===== config.mk =====
export PLATFORM = sky130hd
export DESIGN_NAME = regfile_sb
export DESIGN_NICKNAME = d
export VERILOG_FILES = /design/src/rtl/cpu_pkg.sv /design/src/rtl/regfile_scoreboard.sv /design/src/rtl/regfile_sb.sv
export SDC_FILE = /design/constraint.sdc
export NUM_CORES = 2
export LEC_CHECK = 0
export BUFFER_PORTS_ARGS = -buffer_cell sky130_fd_sc_hd__buf_2
export CAP_MARGIN = 30
export CORE_UTILIZATION = 35
export DETAILED_ROUTE_END_ITERATION = 16
export PLACE_DENSITY = 0.62
export SETUP_SLACK_MARGIN = 0.1
export SYNTH_ARGS = -nofsm -noshare
export SYNTH_HDL_FRONTEND = slang
export SYNTH_SLANG_ARGS = --single-unit
export TNS_END_PERCENT = 20

===== constraint.sdc =====
create_clock -name CLK -period 3.2 [get_ports CLK]
set_input_delay 0.64 -clock CLK [delete_from_list [all_inputs] [get_ports CLK]]
set_output_delay 0.64 -clock CLK [all_outputs]
set_load 0.01 [all_outputs]

===== src/rtl/cpu_pkg.sv =====
// Shared CPU definitions used by the register file and its scoreboard.
// Provides the architectural register numbers the core refers to by name
// and default-width address/data types.
// Ports: none (package).
package cpu_pkg;

  localparam int A_WIDTH_DEF = 5;
  localparam int D_WIDTH_DEF = 32;

  localparam int REG_ZERO = 0;
  localparam int REG_T0   = 5;
  localparam int REG_A0   = 10;

  typedef logic [A_WIDTH_DEF-1:0] reg_addr_t;
  typedef logic [D_WIDTH_DEF-1:0] word_t;

endpackage : cpu_pkg


===== src/rtl/regfile_scoreboard.sv =====
// Pending-write scoreboard for the register file.
// One busy bit per register (bit 0 is permanently clear) plus a registered
// count of busy bits, so the hazard unit can stall on RAW dependencies.
// Ports:
//   clk, rst_n     clock (rising edge), asynchronous active-low reset
//   iss_en/addr    issue: mark the destination register busy
//   we3/a3         writeback: clear the busy bit of a3
//   flush          clear every busy bit
//   sb             busy vector, one bit per register
//   pend_cnt       number of busy registers
module regfile_scoreboard
  import cpu_pkg::*;
#(
  parameter int A_WIDTH = A_WIDTH_DEF
) (
  input  logic                  clk,
  input  logic                  rst_n,
  input  logic                  iss_en,
  input  logic [A_WIDTH-1:0]    iss_addr,
  input  logic                  we3,
  input  logic [A_WIDTH-1:0]    a3,
  input  logic                  flush,
  output logic [2**A_WIDTH-1:0] sb,
  output logic [A_WIDTH:0]      pend_cnt
);

  localparam int DEPTH = 2**A_WIDTH;
  localparam logic [A_WIDTH-1:0] ZERO_ADDR = A_WIDTH'(REG_ZERO);
  localparam logic [A_WIDTH:0]   CNT_ONE   = (A_WIDTH+1)'(1);

  logic             set_valid;
  logic             set_new;
  logic             clr_valid;
  logic             clr_hit;
  logic [DEPTH-1:0] sb_next;
  logic [A_WIDTH:0] cnt_next;

  // A clear to the register being issued this cycle is dropped: the newer
  // producer is still outstanding. The count moves only when a bit actually
  // changes, which keeps it equal to popcount(sb) without a full adder tree.
  always_comb begin
    set_valid = iss_en && (iss_addr != ZERO_ADDR);
    set_new   = set_valid && !sb[iss_addr];
    clr_valid = we3 && (a3 != ZERO_ADDR) && !(set_valid && (iss_addr == a3));
    clr_hit   = clr_valid && sb[a3];

    sb_next = sb;
    if (flush) begin
      sb_next = '0;
    end else begin
      if (clr_valid) sb_next[a3] = 1'b0;
      if (set_valid) sb_next[iss_addr] = 1'b1;
    end
    sb_next[0] = 1'b0;

    cnt_next = pend_cnt;
    if (flush) begin
      cnt_next = '0;
    end else if (set_new && !clr_hit) begin
      cnt_next = pend_cnt + CNT_ONE;
    end else if (clr_hit && !set_new) begin
      cnt_next = pend_cnt - CNT_ONE;
    end
  end

  always_ff @(posedge clk or negedge rst_n) begin
    if (!rst_n) begin
      sb       <= '0;
      pend_cnt <= '0;
    end else begin
      sb       <= sb_next;
      pend_cnt <= cnt_next;
    end
  end

endmodule : regfile_scoreboard


===== src/rtl/regfile_sb.sv =====
// Parametrised register file for the pipelined core.
// N combinational read ports with optional same-cycle writeback bypass,
// hard-wired zero register, trigger-set flag register, debug tap and a
// pending-write scoreboard for RAW hazard detection.
// Ports:
//   CLK, RST_N         clock (rising edge), asynchronous active-low reset
//   trigger            force REG[TRIG_REG] to 1 on the next edge
//   WE3, A3, WD3       writeback port (also clears busy of A3)
//   RA, RD, RBUSY      packed read ports: address, data, source-busy
//   ISS_EN, ISS_ADDR   issue: mark destination busy
//   FLUSH              clear all busy bits
//   PEND_CNT           registered number of busy registers
//   a0                 stored value of REG[DBG_REG]
module regfile_sb
  import cpu_pkg::*;
#(
  parameter int A_WIDTH  = A_WIDTH_DEF,
  parameter int D_WIDTH  = D_WIDTH_DEF,
  parameter int NUM_RD   = 2,
  parameter int TRIG_REG = REG_T0,
  parameter int DBG_REG  = REG_A0,
  parameter int BYPASS   = 1
) (
  input  logic                      CLK,
  input  logic                      RST_N,
  input  logic                      trigger,
  input  logic                      WE3,
  input  logic [A_WIDTH-1:0]        A3,
  input  logic [D_WIDTH-1:0]        WD3,
  input  logic [NUM_RD*A_WIDTH-1:0] RA,
  output logic [NUM_RD*D_WIDTH-1:0] RD,
  output logic [NUM_RD-1:0]         RBUSY,
  input  logic                      ISS_EN,
  input  logic [A_WIDTH-1:0]        ISS_ADDR,
  input  logic                      FLUSH,
  output logic [A_WIDTH:0]          PEND_CNT,
  output logic [D_WIDTH-1:0]        a0
);

  localparam int DEPTH = 2**A_WIDTH;
  localparam logic [A_WIDTH-1:0] ZERO_ADDR = A_WIDTH'(REG_ZERO);
  localparam logic [A_WIDTH-1:0] TRIG_ADDR = A_WIDTH'(TRIG_REG);
  localparam logic [A_WIDTH-1:0] DBG_ADDR  = A_WIDTH'(DBG_REG);
  localparam logic [D_WIDTH-1:0] ONE_WORD  = D_WIDTH'(1);

  if (NUM_RD < 1) begin : g_chk_rd
    $error("regfile_sb: NUM_RD must be at least 1");
  end
  if (TRIG_REG >= DEPTH || DBG_REG >= DEPTH) begin : g_chk_idx
    $error("regfile_sb: TRIG_REG and DBG_REG must be below 2**A_WIDTH");
  end
  if (TRIG_REG == 0) begin : g_chk_trig
    $error("regfile_sb: TRIG_REG must not be register 0");
  end

  logic [D_WIDTH-1:0] mem [DEPTH];
  logic [DEPTH-1:0]   sb;

  // Entry 0 is never written, so it holds the reset value of zero forever.
  // The trigger assignment comes last so it wins a collision with A3.
  always_ff @(posedge CLK or negedge RST_N) begin
    if (!RST_N) begin
      for (int j = 0; j < DEPTH; j++) mem[j] <= '0;
    end else begin
      if (WE3 && (A3 != ZERO_ADDR)) mem[A3] <= WD3;
      if (trigger) mem[TRIG_ADDR] <= ONE_WORD;
    end
  end

  regfile_scoreboard #(
    .A_WIDTH (A_WIDTH)
  ) u_scoreboard (
    .clk      (CLK),
    .rst_n    (RST_N),
    .iss_en   (ISS_EN),
    .iss_addr (ISS_ADDR),
    .we3      (WE3),
    .a3       (A3),
    .flush    (FLUSH),
    .sb       (sb),
    .pend_cnt (PEND_CNT)
  );

  for (genvar i = 0; i < NUM_RD; i++) begin : g_rd
    logic [A_WIDTH-1:0] r;
    logic               hit;
    logic [D_WIDTH-1:0] rd_i;
    logic               busy_i;

    assign r   = RA[i*A_WIDTH +: A_WIDTH];
    assign hit = (BYPASS != 0) && WE3 && (A3 == r);

    // Outputs are forced to zero during reset so a writeback held on the
    // bus while RST_N is low cannot leak through the bypass path.
    always_comb begin
      rd_i   = '0;
      busy_i = 1'b0;
      if (RST_N) begin
        rd_i   = (hit && (r != ZERO_ADDR)) ? WD3 : mem[r];
        busy_i = hit ? 1'b0 : sb[r];
      end
    end

    assign RD[i*D_WIDTH +: D_WIDTH] = rd_i;
    assign RBUSY[i]                 = busy_i;
  end

  assign a0 = mem[DBG_ADDR];

endmodule : regfile_sb

==> reports/results.ini <==
[status]
status=finished, violations left
violations=DRC, setup timing

[route]
drc=38
drtIter0Drc=3046
drt-vias-per-instance=5.85
firstDrtPassIters=11
vias=36446
ant_nets=0
wl_per_cell_um=28.8
drt_wl_total_mm=180

[sta]
fin_crit_sh_pct=107
finalSetupTns_ps=-9950
relSlewSlack_pct=43.2
slew_viol_final=0
fmax_mhz=292
tightestPinTransition_ps=852
min_period_ps=3430
setup_violations=64
holdWs_ps=221
skew_ps=7.02
setup_ws_ps=-225
hold_violations=0
grt_setup_unrepaired=yes

[cells_and_area]
final_cells=6230
nNetsFinal=4009
layout-drive-gt1-share_pct=60.3
synthToLayoutAreaGrowth_pct=18.5
nFillCells=14807

[synth]
syn-num-nets=3829
yosys.area.top_type_share_pct=45.6
yosys-top-cells-count=1061 x dfrtp_1, 963 x mux2_2, 659 x mux4_2
yosysSeqAreaShare_pct=45.6
synthFlopType=dfrtp_1
async_flop_share_pct=100
yosysWarningCount=0
synth_edf_count=0
ys_ff_latch=1061
post_synth.cell_area_avg_um2=15.5
synth_most_common_cell=dfrtp_1
synthTopCellsByArea=dfrtp_1 46%, mux4_2 26%, mux2_2 19%, clkbuf_1 1.5%, mux2i_1 1.4%
synthCells=3766
ys_types=60
synth_top_area_cell=dfrtp_1
synth_area_um2=58200

[power_and_ir_drop]
power_leakage_nw=30.0
comb_power_share_pct=22.2
swShare_pct=26.7
p_per_area_nw_per_um2=585
ir_worst_vdd_v=0.000465
intPower_mw=29.6
switching_power_mw=10.8
p_seq_share_pct=43.4
p_clk_share_pct=34.4

[cts]
cts-root-buf=clkbuf_16
clkSinkCount=1061
cts_max_level=3
insertion_delay_ps=740
clk_pin_slew_ps=60
cts_tree=yes
clockBufferDepth=3
cts_buffers=114

[placement]
dp.cells=5993
port-buffer-count=161
gp_congestion=0.858
hpwl_mm=111

[global_routing]
grt.total_usage_pct=21.6
grt_max_degree=108
grt_pass1_wl_mm=268
grt-ovfl-total=0
antenna_found_initial=9
grt_pass1_vias=38354

[die]
initial_core_util_pct=35.3
io_pins=162
core_area_um2=165000
dieArea_um2=168000
die_h_um=410
fp.dieW_um=410
rows=149

[min_path]
holdCritPathClass=in2reg

[worst_setup_path]
endpoint_kind=primary output
critical_path_class=reg2out
cp_max_fo=3
reg2reg_slack_ps=120
crit_path_start_kind=register
arrival_ps=2790
worstPathRequired_ps=2560

[run]
cap_viol_max_count=0

## power by group through the flow
stage	clock network, mW	registers, mW	logic [mW]
after detailed placement	0	17.7	8.74
after global routing	14.7	17.9	9.56
after global placement	0	17.6	8.58
after floorplan	0	17.1	6.51
after CTS	14.1	17.5	8.99
final	13.9	17.5	8.95
## stage by stage
stage / setup slack, ps / total power [mW] / utilization (%) / area [um^2]
detailed placement: -467 / 26.5 / 38.8 / 64000
global placement: -511 / 26.1 / 38.8 / 64000
finish: -225 / 40.3 / 41.8 / 69000
floorplan: -126 / 23.6 / - / 58400
global route: -284 / 42.1 / 41.8 / 69000
CTS: -275 / 40.6 / 41.7 / 68800
## flip-flops by register name, indices dropped and copies added (netlist names)
signal	count
u_scoreboard.pend_cnt	6
u_scoreboard.sb	31
a0	32
mem	992
## cell usage in the layout, fill, tap and decap left out, drive strengths merged, types with 2 or more instances in the layout
cell	synthesis	final
buf	240	533
a2111oi	3	3
clkbuf	235	176
clkinv	0	21
nand2	192	192
and3	6	6
or4	2	2
a311oi	2	2
o32a	2	2
nor3b	7	7
mux2i	83	83
mux4	659	659
nor3	6	6
clkinvlp	0	2
dlygate4sd3	0	2
nand3b	3	3
a211oi	4	4
o21ai	26	26
ha	4	4
o21bai	2	2
bufbuf	0	3
mux2	963	963
and2	2	2
a21o	6	6
o211a	65	65
or3	2	2
a21boi	3	3
a21oi	78	78
o31ai	13	13
bufinv	0	11
nand2b	8	8
inv	7	8
nor4	2	2
nand4	2	2
nor2	26	26
xor2	11	11
nand3	12	12
nor2b	7	7
dfrtp	1061	1061
xnor2	8	8
## critical path, stage by stage (launching register included)
cell	delay (ps)
dfrtp_1	400
mux4_2	490
mux4_2	490
mux2i_2	200
buf_4	170
nand2_2	40
o211a_1	120
buf_6	120
## cells by family after synthesis
kind of cell / count (synthesis) / synth area share (%)
muxes: 1705 / 45.6
buffers and inverters: 482 / 3.63
DFF: 1061 / 45.6
and+or+nand+nor: 282 / 2.12
adders and majority gates: 5 / 0.120
xor gates and xnor gates: 19 / 0.286
AOI/OAI and AO/OA: 212 / 2.66
## path summary, 6_finish.rpt
kind                                                  to                start  depth (start not counted)
worst max register to register  u_scoreboard.pend_cnt[5]  u_scoreboard.sb[18]                         14
max in group asynchronous                        mem[63]                RST_N                          5
worst max-delay path                              RD[62]             mem[286]                          7
min in group asynchronous                       mem[707]                RST_N                          3
worst min-delay path                            mem[787]              WD3[19]                          2
worst min register to register                 mem[1021]            mem[1021]                          0
## cell type report
class                           count  area [um^2]  area share, %
Multi-Input combinational cell   2223        30000           43.5
Sequential cell                  1061        26600           38.5
Timing Repair Buffer              539         5720           8.30
Clock buffer                      175         3400           4.93
Tap cell                         2189         2740           3.97
Clock inverter                     35          510          0.740
Inverter                            7         26.3         0.0381
Antenna cell                        1         2.50        0.00363
## per-layer routing
layer / up-vias / track usage, % / share of wire, %
li1: 14948 / - / -
met1: 20135 / 28.8 / 42
met2: 1080 / 36.2 / 50
met3: 269 / 3.13 / 5.4
met4: 14 / 6.71 / 3.0
met5: - / 0 / 0.042
## what timing repair did
item	CTS	global route
hold buffers	2	0
gates resized for setup	94	35
pin swaps	35	18
endpoints found under the setup margin	67	69
cloned	10	1
setup buffers	11	2
endpoints found under the hold margin	11	0
Note: power is estimated with default switching activity, not from simulation.
